--- config.mk ---
export PLATFORM = sky130hd
export DESIGN_NAME = ks_note_sequencer_flat
export DESIGN_NICKNAME = d
export VERILOG_FILES = /design/src/rtl/ks_pkg.sv /design/src/rtl/ks_note_sequencer_if.sv /design/src/rtl/ks_seq_pattern_ram.sv /design/src/rtl/ks_note_sequencer.sv /design/src/flat_wrapper.sv
export SDC_FILE = /design/constraint.sdc
export NUM_CORES = 1
export LEC_CHECK = 0
export ABC_AREA = 1
export BUFFER_PORTS_ARGS = -buffer_cell sky130_fd_sc_hd__buf_2
export CORE_UTILIZATION = 55
export CTS_BUF_LIST = sky130_fd_sc_hd__clkbuf_2 sky130_fd_sc_hd__clkbuf_4 sky130_fd_sc_hd__clkbuf_8
export DETAILED_ROUTE_END_ITERATION = 16
export GPL_ROUTABILITY_DRIVEN = 0
export PLACE_DENSITY_LB_ADDON = 0.3
export SLEW_MARGIN = 20
export SYNTH_ARGS = -nofsm -noshare
export SYNTH_HDL_FRONTEND = slang
export SYNTH_SLANG_ARGS = --single-unit
--- constraint.sdc ---
create_clock -name clk -period 3.2 [get_ports clk]
set_input_delay 0.48 -clock clk [delete_from_list [all_inputs] [get_ports clk]]
set_output_delay 0.48 -clock clk [all_outputs]
set_load 0.03 [all_outputs]
--- src/rtl/ks_pkg.sv ---
// Shared Karplus-Strong types: data width, sequencer state encoding and pattern step entry.
package ks_pkg;

  localparam int unsigned KS_DATA_WIDTH = 8;
  localparam int unsigned SEQ_TICK_W    = 16;
  localparam int unsigned SEQ_PLUCK_W   = 8;

  typedef enum logic [1:0] {
    IDLE    = 2'd0,
    PLUCK   = 2'd1,
    SUSTAIN = 2'd2
  } seq_state_t;

  typedef struct packed {
    logic                     rest;
    logic [KS_DATA_WIDTH-1:0] period;
  } step_entry_t;

  // Zero-length controls behave as one tick.
  function automatic logic [SEQ_TICK_W-1:0] min1_tick(input logic [SEQ_TICK_W-1:0] v);
    return (v == '0) ? SEQ_TICK_W'(1) : v;
  endfunction

  function automatic logic [SEQ_PLUCK_W-1:0] min1_pluck(input logic [SEQ_PLUCK_W-1:0] v);
    return (v == '0) ? SEQ_PLUCK_W'(1) : v;
  endfunction

endpackage

--- src/rtl/ks_note_sequencer_if.sv ---
// Control, pattern-write and output bundle between the register map and the note sequencer.
interface ks_note_sequencer_if import ks_pkg::*; #(
  parameter int unsigned NUM_STEPS  = 8,
  parameter int unsigned DATA_WIDTH = KS_DATA_WIDTH,
  parameter int unsigned STEP_AW    = $clog2(NUM_STEPS)
);

  logic                  sample_tick_i;
  logic                  start_i;
  logic                  stop_i;
  logic                  loop_en_i;
  logic [STEP_AW:0]      length_i;
  logic [15:0]           step_len_i;
  logic [7:0]            pluck_len_i;
  logic                  wr_en_i;
  logic [STEP_AW-1:0]    wr_addr_i;
  logic [DATA_WIDTH:0]   wr_data_i;

  logic [DATA_WIDTH-1:0] period_o;
  logic                  pluck_o;
  logic [STEP_AW-1:0]    step_o;
  logic                  busy_o;
  logic                  done_o;

  modport master (
    output sample_tick_i, start_i, stop_i, loop_en_i, length_i, step_len_i, pluck_len_i,
           wr_en_i, wr_addr_i, wr_data_i,
    input  period_o, pluck_o, step_o, busy_o, done_o
  );

  modport slave (
    input  sample_tick_i, start_i, stop_i, loop_en_i, length_i, step_len_i, pluck_len_i,
           wr_en_i, wr_addr_i, wr_data_i,
    output period_o, pluck_o, step_o, busy_o, done_o
  );

endinterface

--- src/rtl/ks_seq_pattern_ram.sv ---
// Flop-based note pattern store: synchronous write, combinational read, cleared by reset.
module ks_seq_pattern_ram import ks_pkg::*; #(
  parameter int unsigned NUM_STEPS  = 8,
  parameter int unsigned DATA_WIDTH = KS_DATA_WIDTH,
  parameter int unsigned STEP_AW    = $clog2(NUM_STEPS)
) (
  input  logic                clk,
  input  logic                rst_n,
  input  logic                wr_en_i,
  input  logic [STEP_AW-1:0]  wr_addr_i,
  input  logic [DATA_WIDTH:0] wr_data_i,
  input  logic [STEP_AW-1:0]  rd_addr_i,
  output logic [DATA_WIDTH:0] rd_data_c
);

  logic [DATA_WIDTH:0] mem_q [NUM_STEPS];

  always_ff @(posedge clk) begin
    if (!rst_n) begin
      mem_q <= '{default: '0};
    end else if (wr_en_i) begin
      mem_q[wr_addr_i] <= wr_data_i;
    end
  end

  // A same-cycle write to the read address is seen only from the next cycle.
  assign rd_data_c = mem_q[rd_addr_i];

endmodule

--- src/rtl/ks_note_sequencer.sv ---
// Step sequencer driving ks_string period/pluck from a programmable note pattern, timed in KS sample ticks.
module ks_note_sequencer import ks_pkg::*; #(
  parameter int unsigned NUM_STEPS  = 8,
  parameter int unsigned DATA_WIDTH = KS_DATA_WIDTH,
  parameter int unsigned STEP_AW    = $clog2(NUM_STEPS)
) (
  input  logic                clk,
  input  logic                rst_n,
  ks_note_sequencer_if.slave  bus
);

  localparam int unsigned LEN_W   = STEP_AW + 1;
  localparam int unsigned TICK_W  = SEQ_TICK_W;
  localparam int unsigned ENTRY_W = DATA_WIDTH + 1;

  seq_state_t            state_q;
  logic [TICK_W-1:0]     tick_cnt_q;
  logic [STEP_AW-1:0]    step_q;
  logic [DATA_WIDTH-1:0] period_q;
  logic                  rest_q;
  logic                  pluck_q;
  logic                  busy_q;
  logic                  done_q;

  logic [STEP_AW-1:0]    rd_addr_c;
  logic [ENTRY_W-1:0]    rd_data_c;
  logic                  ld_rest_c;
  logic [DATA_WIDTH-1:0] ld_period_c;
  logic [LEN_W-1:0]      last_c;
  logic [TICK_W:0]       tick_inc_c;
  logic                  step_end_c;
  logic                  pluck_end_c;
  logic                  at_last_c;

  ks_seq_pattern_ram #(
    .NUM_STEPS  (NUM_STEPS),
    .DATA_WIDTH (DATA_WIDTH),
    .STEP_AW    (STEP_AW)
  ) u_pattern_ram (
    .clk       (clk),
    .rst_n     (rst_n),
    .wr_en_i   (bus.wr_en_i),
    .wr_addr_i (bus.wr_addr_i),
    .wr_data_i (bus.wr_data_i),
    .rd_addr_i (rd_addr_c),
    .rd_data_c (rd_data_c)
  );

  assign ld_rest_c   = rd_data_c[DATA_WIDTH];
  assign ld_period_c = rd_data_c[DATA_WIDTH-1:0];

  // Step/pluck end detection; >= keeps the pattern terminating when lengths shrink live.
  always_comb begin
    last_c      = LEN_W'(NUM_STEPS - 1);
    rd_addr_c   = '0;
    if ((bus.length_i != '0) && (bus.length_i <= LEN_W'(NUM_STEPS))) begin
      last_c = bus.length_i - LEN_W'(1);
    end
    tick_inc_c  = {1'b0, tick_cnt_q} + (TICK_W + 1)'(1);
    step_end_c  = tick_inc_c >= {1'b0, min1_tick(bus.step_len_i)};
    pluck_end_c = tick_inc_c >= (TICK_W + 1)'(min1_pluck(bus.pluck_len_i));
    at_last_c   = {1'b0, step_q} >= last_c;
    if ((state_q != IDLE) && !(at_last_c && bus.loop_en_i)) begin
      rd_addr_c = step_q + STEP_AW'(1);
    end
  end

  always_ff @(posedge clk) begin
    if (!rst_n) begin
      state_q    <= IDLE;
      tick_cnt_q <= '0;
      step_q     <= '0;
      period_q   <= '0;
      rest_q     <= 1'b0;
      pluck_q    <= 1'b0;
      busy_q     <= 1'b0;
      done_q     <= 1'b0;
    end else if (bus.stop_i) begin
      state_q <= IDLE;
      pluck_q <= 1'b0;
      busy_q  <= 1'b0;
      done_q  <= 1'b0;
    end else begin
      done_q <= 1'b0;
      case (state_q)
        IDLE: begin
          if (bus.start_i) begin
            state_q    <= PLUCK;
            tick_cnt_q <= '0;
            step_q     <= '0;
            period_q   <= ld_period_c;
            rest_q     <= ld_rest_c;
            pluck_q    <= ~ld_rest_c;
            busy_q     <= 1'b1;
          end
        end
        PLUCK, SUSTAIN: begin
          if (bus.sample_tick_i) begin
            if (step_end_c && at_last_c && !bus.loop_en_i) begin
              state_q <= IDLE;
              pluck_q <= 1'b0;
              busy_q  <= 1'b0;
              done_q  <= 1'b1;
            end else if (step_end_c) begin
              state_q    <= PLUCK;
              tick_cnt_q <= '0;
              step_q     <= rd_addr_c;
              period_q   <= ld_period_c;
              rest_q     <= ld_rest_c;
              pluck_q    <= ~ld_rest_c;
            end else if ((state_q == PLUCK) && pluck_end_c) begin
              state_q    <= SUSTAIN;
              tick_cnt_q <= tick_inc_c[TICK_W-1:0];
              pluck_q    <= 1'b0;
            end else begin
              tick_cnt_q <= tick_inc_c[TICK_W-1:0];
            end
          end
        end
        default: begin
          state_q <= IDLE;
          pluck_q <= 1'b0;
          busy_q  <= 1'b0;
        end
      endcase
    end
  end

  assign bus.period_o = period_q;
  assign bus.pluck_o  = pluck_q;
  assign bus.step_o   = step_q;
  assign bus.busy_o   = busy_q;
  assign bus.done_o   = done_q;

endmodule

--- src/flat_wrapper.sv ---
// flat-port wrapper written by rule: the top's interface ports become plain ports
module ks_note_sequencer_flat import ks_pkg::*;
#(
  parameter int unsigned NUM_STEPS  = 8,
  parameter int unsigned DATA_WIDTH = KS_DATA_WIDTH,
  parameter int unsigned STEP_AW    = $clog2(NUM_STEPS)
)
  (clk, rst_n, bus_sample_tick_i, bus_start_i, bus_stop_i, bus_loop_en_i, bus_length_i, bus_step_len_i, bus_pluck_len_i, bus_wr_en_i, bus_wr_addr_i, bus_wr_data_i, bus_period_o, bus_pluck_o, bus_step_o, bus_busy_o, bus_done_o);
  ks_note_sequencer_if #(.NUM_STEPS(NUM_STEPS), .DATA_WIDTH(DATA_WIDTH), .STEP_AW(STEP_AW)) bus_i ();
  input  logic clk;
  input  logic rst_n;
  input wire logic [$bits(bus_i.sample_tick_i)-1:0] bus_sample_tick_i;
  input wire logic [$bits(bus_i.start_i)-1:0] bus_start_i;
  input wire logic [$bits(bus_i.stop_i)-1:0] bus_stop_i;
  input wire logic [$bits(bus_i.loop_en_i)-1:0] bus_loop_en_i;
  input wire logic [$bits(bus_i.length_i)-1:0] bus_length_i;
  input wire logic [$bits(bus_i.step_len_i)-1:0] bus_step_len_i;
  input wire logic [$bits(bus_i.pluck_len_i)-1:0] bus_pluck_len_i;
  input wire logic [$bits(bus_i.wr_en_i)-1:0] bus_wr_en_i;
  input wire logic [$bits(bus_i.wr_addr_i)-1:0] bus_wr_addr_i;
  input wire logic [$bits(bus_i.wr_data_i)-1:0] bus_wr_data_i;
  output wire logic [$bits(bus_i.period_o)-1:0] bus_period_o;
  output wire logic [$bits(bus_i.pluck_o)-1:0] bus_pluck_o;
  output wire logic [$bits(bus_i.step_o)-1:0] bus_step_o;
  output wire logic [$bits(bus_i.busy_o)-1:0] bus_busy_o;
  output wire logic [$bits(bus_i.done_o)-1:0] bus_done_o;
  assign bus_i.sample_tick_i = bus_sample_tick_i;
  assign bus_i.start_i = bus_start_i;
  assign bus_i.stop_i = bus_stop_i;
  assign bus_i.loop_en_i = bus_loop_en_i;
  assign bus_i.length_i = bus_length_i;
  assign bus_i.step_len_i = bus_step_len_i;
  assign bus_i.pluck_len_i = bus_pluck_len_i;
  assign bus_i.wr_en_i = bus_wr_en_i;
  assign bus_i.wr_addr_i = bus_wr_addr_i;
  assign bus_i.wr_data_i = bus_wr_data_i;
  assign bus_period_o = bus_i.period_o;
  assign bus_pluck_o = bus_i.pluck_o;
  assign bus_step_o = bus_i.step_o;
  assign bus_busy_o = bus_i.busy_o;
  assign bus_done_o = bus_i.done_o;
  ks_note_sequencer #(.NUM_STEPS(NUM_STEPS), .DATA_WIDTH(DATA_WIDTH), .STEP_AW(STEP_AW)) u_core (.clk(clk), .rst_n(rst_n), .bus(bus_i));
endmodule
Word level (Yosys, flattened, before mapping)
Cells that the tools add are included.
{"block": "classes", "addsub": 3, "magnitude_cmp": 7, "n_eq_ne": 8, "n_mux": 42, "bitwise_logic": 7, "reduce_logical": 22}
{"op": "$mux W16", "n": 5}
{"op": "$bwmux W72", "n": 1}
{"op": "$mux W8", "n": 5}
{"op": "$pmux W16 S2", "n": 1}
{"op": "$bmux W9 S3", "n": 1}
{"op": "$demux W9 S3", "n": 1}
{"op": "$mux W9", "n": 3}
{"op": "$add A16 B1 Y17 const B", "n": 1}
{"op": "$ge A17 B16 Y1", "n": 1}
{"op": "$ge A17 B8 Y1", "n": 1}
{"op": "$logic_not A16 Y1", "n": 1}
{"op": "$pmux W8 S2", "n": 1}
{"op": "$mux W3", "n": 5}
{"op": "$mux W2", "n": 5}
{"op": "$mux W1", "n": 9}
{"op": "$ge A4 B4 Y1 const B", "n": 2}
{"op": "$logic_not A8 Y1", "n": 1}
{"op": "$not A3 Y4", "n": 2}
{"op": "$logic_and A1 B1 Y1", "n": 7}
{"op": "$ne A2 B2 Y1 const B", "n": 3}
{"op": "$pmux W3 S2", "n": 1}
{"op": "$reduce_and A3 Y1", "n": 2}
{"op": "$reduce_and A6 Y1", "n": 1}
{"op": "$not A1 Y1", "n": 5}
{"op": "other kinds (19)", "n": 24}
{"block": "totals", "register_bits": 104, "output_inout_bits": 14}

Depth between registers and ports, before layout
{"block": "depth", "depth_word": 17, "mapped_depth": 26, "ltp_nobuf": 25}

Hierarchy
Synthesis repeated with hierarchy kept, for this count alone.
{"block": "hier_totals", "hier_cells": 1002, "hier_area_um2": 6297.3}
{"module": "ks_seq_pattern_ram", "instances": 1, "cells_each": 562, "area_each_um2": 3472.1}
{"module": "ks_note_sequencer", "instances": 1, "cells_each": 440, "area_each_um2": 2825.2}

Worst setup path before layout
Ideal clock, no wire load.
{"block": "synth_timing", "path_kind": "register to register", "from": "register u_core.tick_cnt_q[0]", "to": "register u_core.step_q[2], in the netlist u_core.bus.step_o[2]", "setup_time_ns": 0.116, "t_arrival_ns": 2.705, "required_time_ns": 3.084, "setup_slack_ns": 0.380, "path_stages_with_launch": 27, "n_path_buf": 1, "synth_period_minus_slack_ns": 2.820, "cell_sequence": "dfxtp_1 > ha_1 > nand3_2 > inv_2 > nand2_2 > nor2_1 > nand2_1 > nand2_1 > inv_1 > ha_1 > nand2_1 > inv_1 > nand2_1 > nor2_1 > a21oi_1 > nand2_1 > nand2_1 > nand2_1 > nand2_1 > nand2_4 > nand3_4 > nand2_8 > nor2_8 > inv_6 > buf_8 > a21oi_1 > nor2_2"}
{"block": "synth_via", "elab_chain_len": 6, "word_cells_on_any_way": 7, "classes_between": "1 x add/sub; 1 x order compare; 2 x eq/ne; 3 x reduce/logical"}
{"item": "start, declared", "line_no": "ks_note_sequencer.sv:17", "text": "logic [TICK_W-1:0] tick_cnt_q;"}
{"item": "start signal, assigned", "line_no": "ks_note_sequencer.sv:113", "text": "tick_cnt_q <= tick_inc_c[TICK_W-1:0];"}
{"item": "start signal, assigned", "line_no": "ks_note_sequencer.sv:116", "text": "tick_cnt_q <= tick_inc_c[TICK_W-1:0];"}
{"item": "$add A16 B1 Y17 (*)", "line_no": "ks_note_sequencer.sv:59", "text": "tick_inc_c = {1'b0, tick_cnt_q} + (TICK_W + 1)'(1);"}
{"item": "$ge A17 B16 Y1 (*)", "line_no": "ks_note_sequencer.sv:60", "text": "step_end_c = tick_inc_c >= {1'b0, min1_tick(bus.step_len_i)};"}
{"item": "$logic_and A1 B1 Y1 (2 in a row)", "line_no": "ks_note_sequencer.sv:99", "text": "if (step_end_c && at_last_c && !bus.loop_en_i) begin"}
{"item": "$ne A2 B2 Y1 (no line)"}
{"item": "$reduce_and A6 Y1 (no line) (*)"}
{"item": "end signal, assigned", "line_no": "ks_note_sequencer.sv:107", "text": "step_q <= rd_addr_c;"}
{"item": "end, declared", "line_no": "ks_note_sequencer.sv:18", "text": "logic [STEP_AW-1:0] step_q;"}
Mark *: on every way between the ends. The rest lies on a longest branch, timed or not.
A chain may end at the register's enable or synchronous reset.

Worst setup path after layout
{"block": "layout_timing", "from": "register u_core.tick_cnt_q[2]", "to": "register u_core.step_q[2], in the netlist u_core.bus.step_o[2]"}
The elaborated chain is that of the path after synthesis.

==> impl_metrics.tcl <==
set metrics [dict create \
    rows 37 \
    grt-busiest-layer "met2" \
    cts_root_buffer "clkbuf_8" \
    track_usage_pct 27.0 \
    grt-ovfl-total 0 \
    routed-via-count 5801 \
    diodes 0 \
    clk_latency_ns 0.37 \
    fin_worst_skew_ns 0.0150 \
    io_buffers 60 \
    start_util_pct 57.4 \
    yosysMostFrequentCell "nor2_1" \
    cts_tree "yes" \
    startpoint_type "register" \
    setup_viol 0 \
    path_max_fanout 12 \
    async_flop_share_pct 0 \
    synth_enable_flop_cells 0 \
    hold_violations 0 \
    p_leak_nw 3.43 \
    drv_slew 0 \
    nFillCells 1019 \
    cp.arrival_ns 3.31 \
    detail_route.wl_per_cell_um 13.9 \
    ys_seq_area_share_pct 34.8 \
    clk_pin_slew_ns 0.11 \
    status "completed" \
    antenna_found_initial 0 \
    period_needed_ns 3.04 \
    total_power_w 0.00278 \
    layout.nets 1027 \
    yosys-top-cells-area "dfxtp_1, nor2_1, nand2_1" \
    synth.largest_area_cell "dfxtp_1" \
    ios 61 \
    drive_gt1_share_pct 16.0 \
    htreeDepth 3 \
    min_from "bus_sample_tick_i" \
    drcViolationCount 0 \
    grt_pass1_vias 5262 \
    synthesis.nets 964 \
    grt_max_degree 53 \
    rrSetupSlack_ns 0.16 \
    firstDrtPassIters 5 \
    clk_path_buf_depth 2 \
    power.density_nw_per_um2 413 \
    cts-buffers-inserted 9 \
    die_area_um2 11300 \
    worst_pin_slew_ns 0.776 \
    ys_top_cells_by_count "nor2_1, nand2_1, dfxtp_1" \
    die_x_um 106 \
    clock_sinks 104 \
    hpwl_um 10500 \
    synth_top_cell_area_share_pct 34.8 \
    drv_cap 0 \
    core-area_um2 10400 \
    grtUsageMet3_pct 3.37 \
    critPathCaptureType "register" \
    critPathKind "reg2reg" \
    avgSynthCellArea_um2 6.77 \
    drt-initial-drc-count 298 \
    drt-vias-per-instance 5.34 \
    r2r_start "u_core.tick_cnt_q[2]" \
    ys_ff_latch 104 \
    synthCells 883 \
    multiInputGateArea_um2 3340 \
    hold_slack_ns 0.355 \
    die_h_um 106 \
    syn2layout_area_growth_pct 12.7 \
    synth_area_um2 5980 \
    holdCritPathClass "in2reg" \
    ys_types 44 \
    post-route-period-util_pct 95.0 \
    met2_usage_pct 45.4 \
    critical_path_required_ns 3.47 \
    synth_flop_cell "dfxtp_1" \
    drt_wl_total_um 15100 \
    ys_warn_count 0 \
    fmax_mhz 329 \
    ant_nets 0 \
    ff_latch_area_um2 2080 \
    grt_pass1_wl_um 24300 \
    startpoint "u_core.tick_cnt_q[2]" \
    max_slew_margin_pct 48.2 \
    globalRouteMet1Util_pct 33.6 \
    peakVddDrop_v 0.000308 \
]
## area by class of cell
| class | count | area share (%) |
|---|---|---|
| clock buffer | 9 | 1.84 |
| inverter | 113 | 6.37 |
| sequential | 104 | 30.9 |
| tap | 136 | 2.53 |
| timing repair buffer | 86 | 7.78 |
| multi-input combinational | 632 | 49.6 |
| clock inverter | 7 | 0.984 |
## layout by cell type, fill, tap and decap left out, types with 3 or more instances in the layout
| master | synthesis | layout |
|---|---|---|
| nand3_2 | 4 | 3 |
| clkinv_1 | 7 | 7 |
| nand2_4 | 2 | 3 |
| buf_2 | 5 | 60 |
| nand3_4 | 2 | 3 |
| nand2_1 | 143 | 143 |
| a21oi_1 | 41 | 40 |
| inv_2 | 8 | 8 |
| inv_6 | 1 | 3 |
| dfxtp_1 | 104 | 102 |
| nor4_1 | 5 | 5 |
| o22ai_1 | 8 | 8 |
| nor2_1 | 194 | 191 |
| buf_4 | 1 | 23 |
| o211ai_1 | 16 | 16 |
| xor2_1 | 8 | 7 |
| nor3_2 | 6 | 5 |
| nand4_1 | 8 | 8 |
| inv_1 | 97 | 97 |
| clkbuf_8 | 0 | 9 |
| nand3_1 | 23 | 23 |
| nand2_2 | 4 | 3 |
| a21oi_2 | 3 | 4 |
| nor2_2 | 3 | 6 |
| ha_1 | 34 | 33 |
| o21ai_1 | 10 | 11 |
| o21ai_0 | 98 | 97 |
## where the power goes
| group | internal, W | switching (W) |
|---|---|---|
| Clock | 0.000301 | 0.000493 |
| Combinational | 0.000215 | 0.000374 |
| Sequential | 0.00136 | 0.0000453 |
| Total | 0.00187 | 0.000912 |
## routing by layer
layer  vias up  share of wire (%)
li1       2975                  -
met1      2603                 44
met2       175                 47
met3        48                5.1
met4         0                4.4
met5         -                  0
## critical path, cell delays in order, from the launching register on
cell     delay [ns]
dfxtp_1        0.46
nand3_2        0.19
nor2_4         0.21
nand4_1        0.11
nand2_1        0.15
inv_1          0.06
ha_1           0.28
nand2_1        0.06
inv_1          0.05
nand2_1        0.09
nor2_2         0.05
a21oi_1        0.12
nand2_1        0.06
nand2_1        0.05
nand2_1        0.05
nand2_1        0.09
nand2_4        0.08
nand3_4        0.13
nand2_8        0.09
nor2_8         0.21
inv_6          0.10
a21oi_1        0.20
nor2_2         0.05
## timing repair
action | 4_1_cts | 5_1_grt
hold buffers | 0 | 0
endpoints found under the setup margin | 0 | 28
setup buffers | 0 | 6
resized for setup | 0 | 14
## state kept, by name (all words and copies together), names as in the netlist
register / count
u_core.bus.done_o: 1
u_core.state_q: 2
u_core.bus.pluck_o: 1
u_core.tick_cnt_q: 16
u_core.bus.busy_o: 1
u_core.bus.period_o: 8
u_core.u_pattern_ram.mem_q: 72
u_core.bus.step_o: 3
## cell families after synthesis
logic type               count (synthesis)  synth area share, %
AND/OR/NAND/NOR                        405                 29.7
AO/OA/AOI/OAI                          184                 16.9
buffers and inverters                  148                 10.4
flip-flops                             104                 34.8
adder cells (fa/ha/maj)                 34                 7.11
XOR/XNOR                                 8                 1.17
## through the flow
step	cells	setup WS [ns]	area [µm²]	utilization (%)	TNS [ns]
final	1087	0.158	6740	64.7	0
after global placement	1064	0.162	6440	61.8	0
after floorplan	883	0.380	5980	-	0
after CTS	1080	0.0605	6630	63.6	0
after global routing	1087	-0.0282	6740	64.7	-0.0484
after detailed placement	1064	0.0985	6440	61.8	0
## final timing paths
kind,end,cells past startpoint
hold / removal,u_core.bus.done_o,3
hold reg to reg,u_core.u_pattern_ram.mem_q[64],2
setup / recovery,u_core.bus.step_o[2],22
setup reg to reg,u_core.bus.step_o[2],22
No activity file was read; power rests on OpenSTA's default activity.
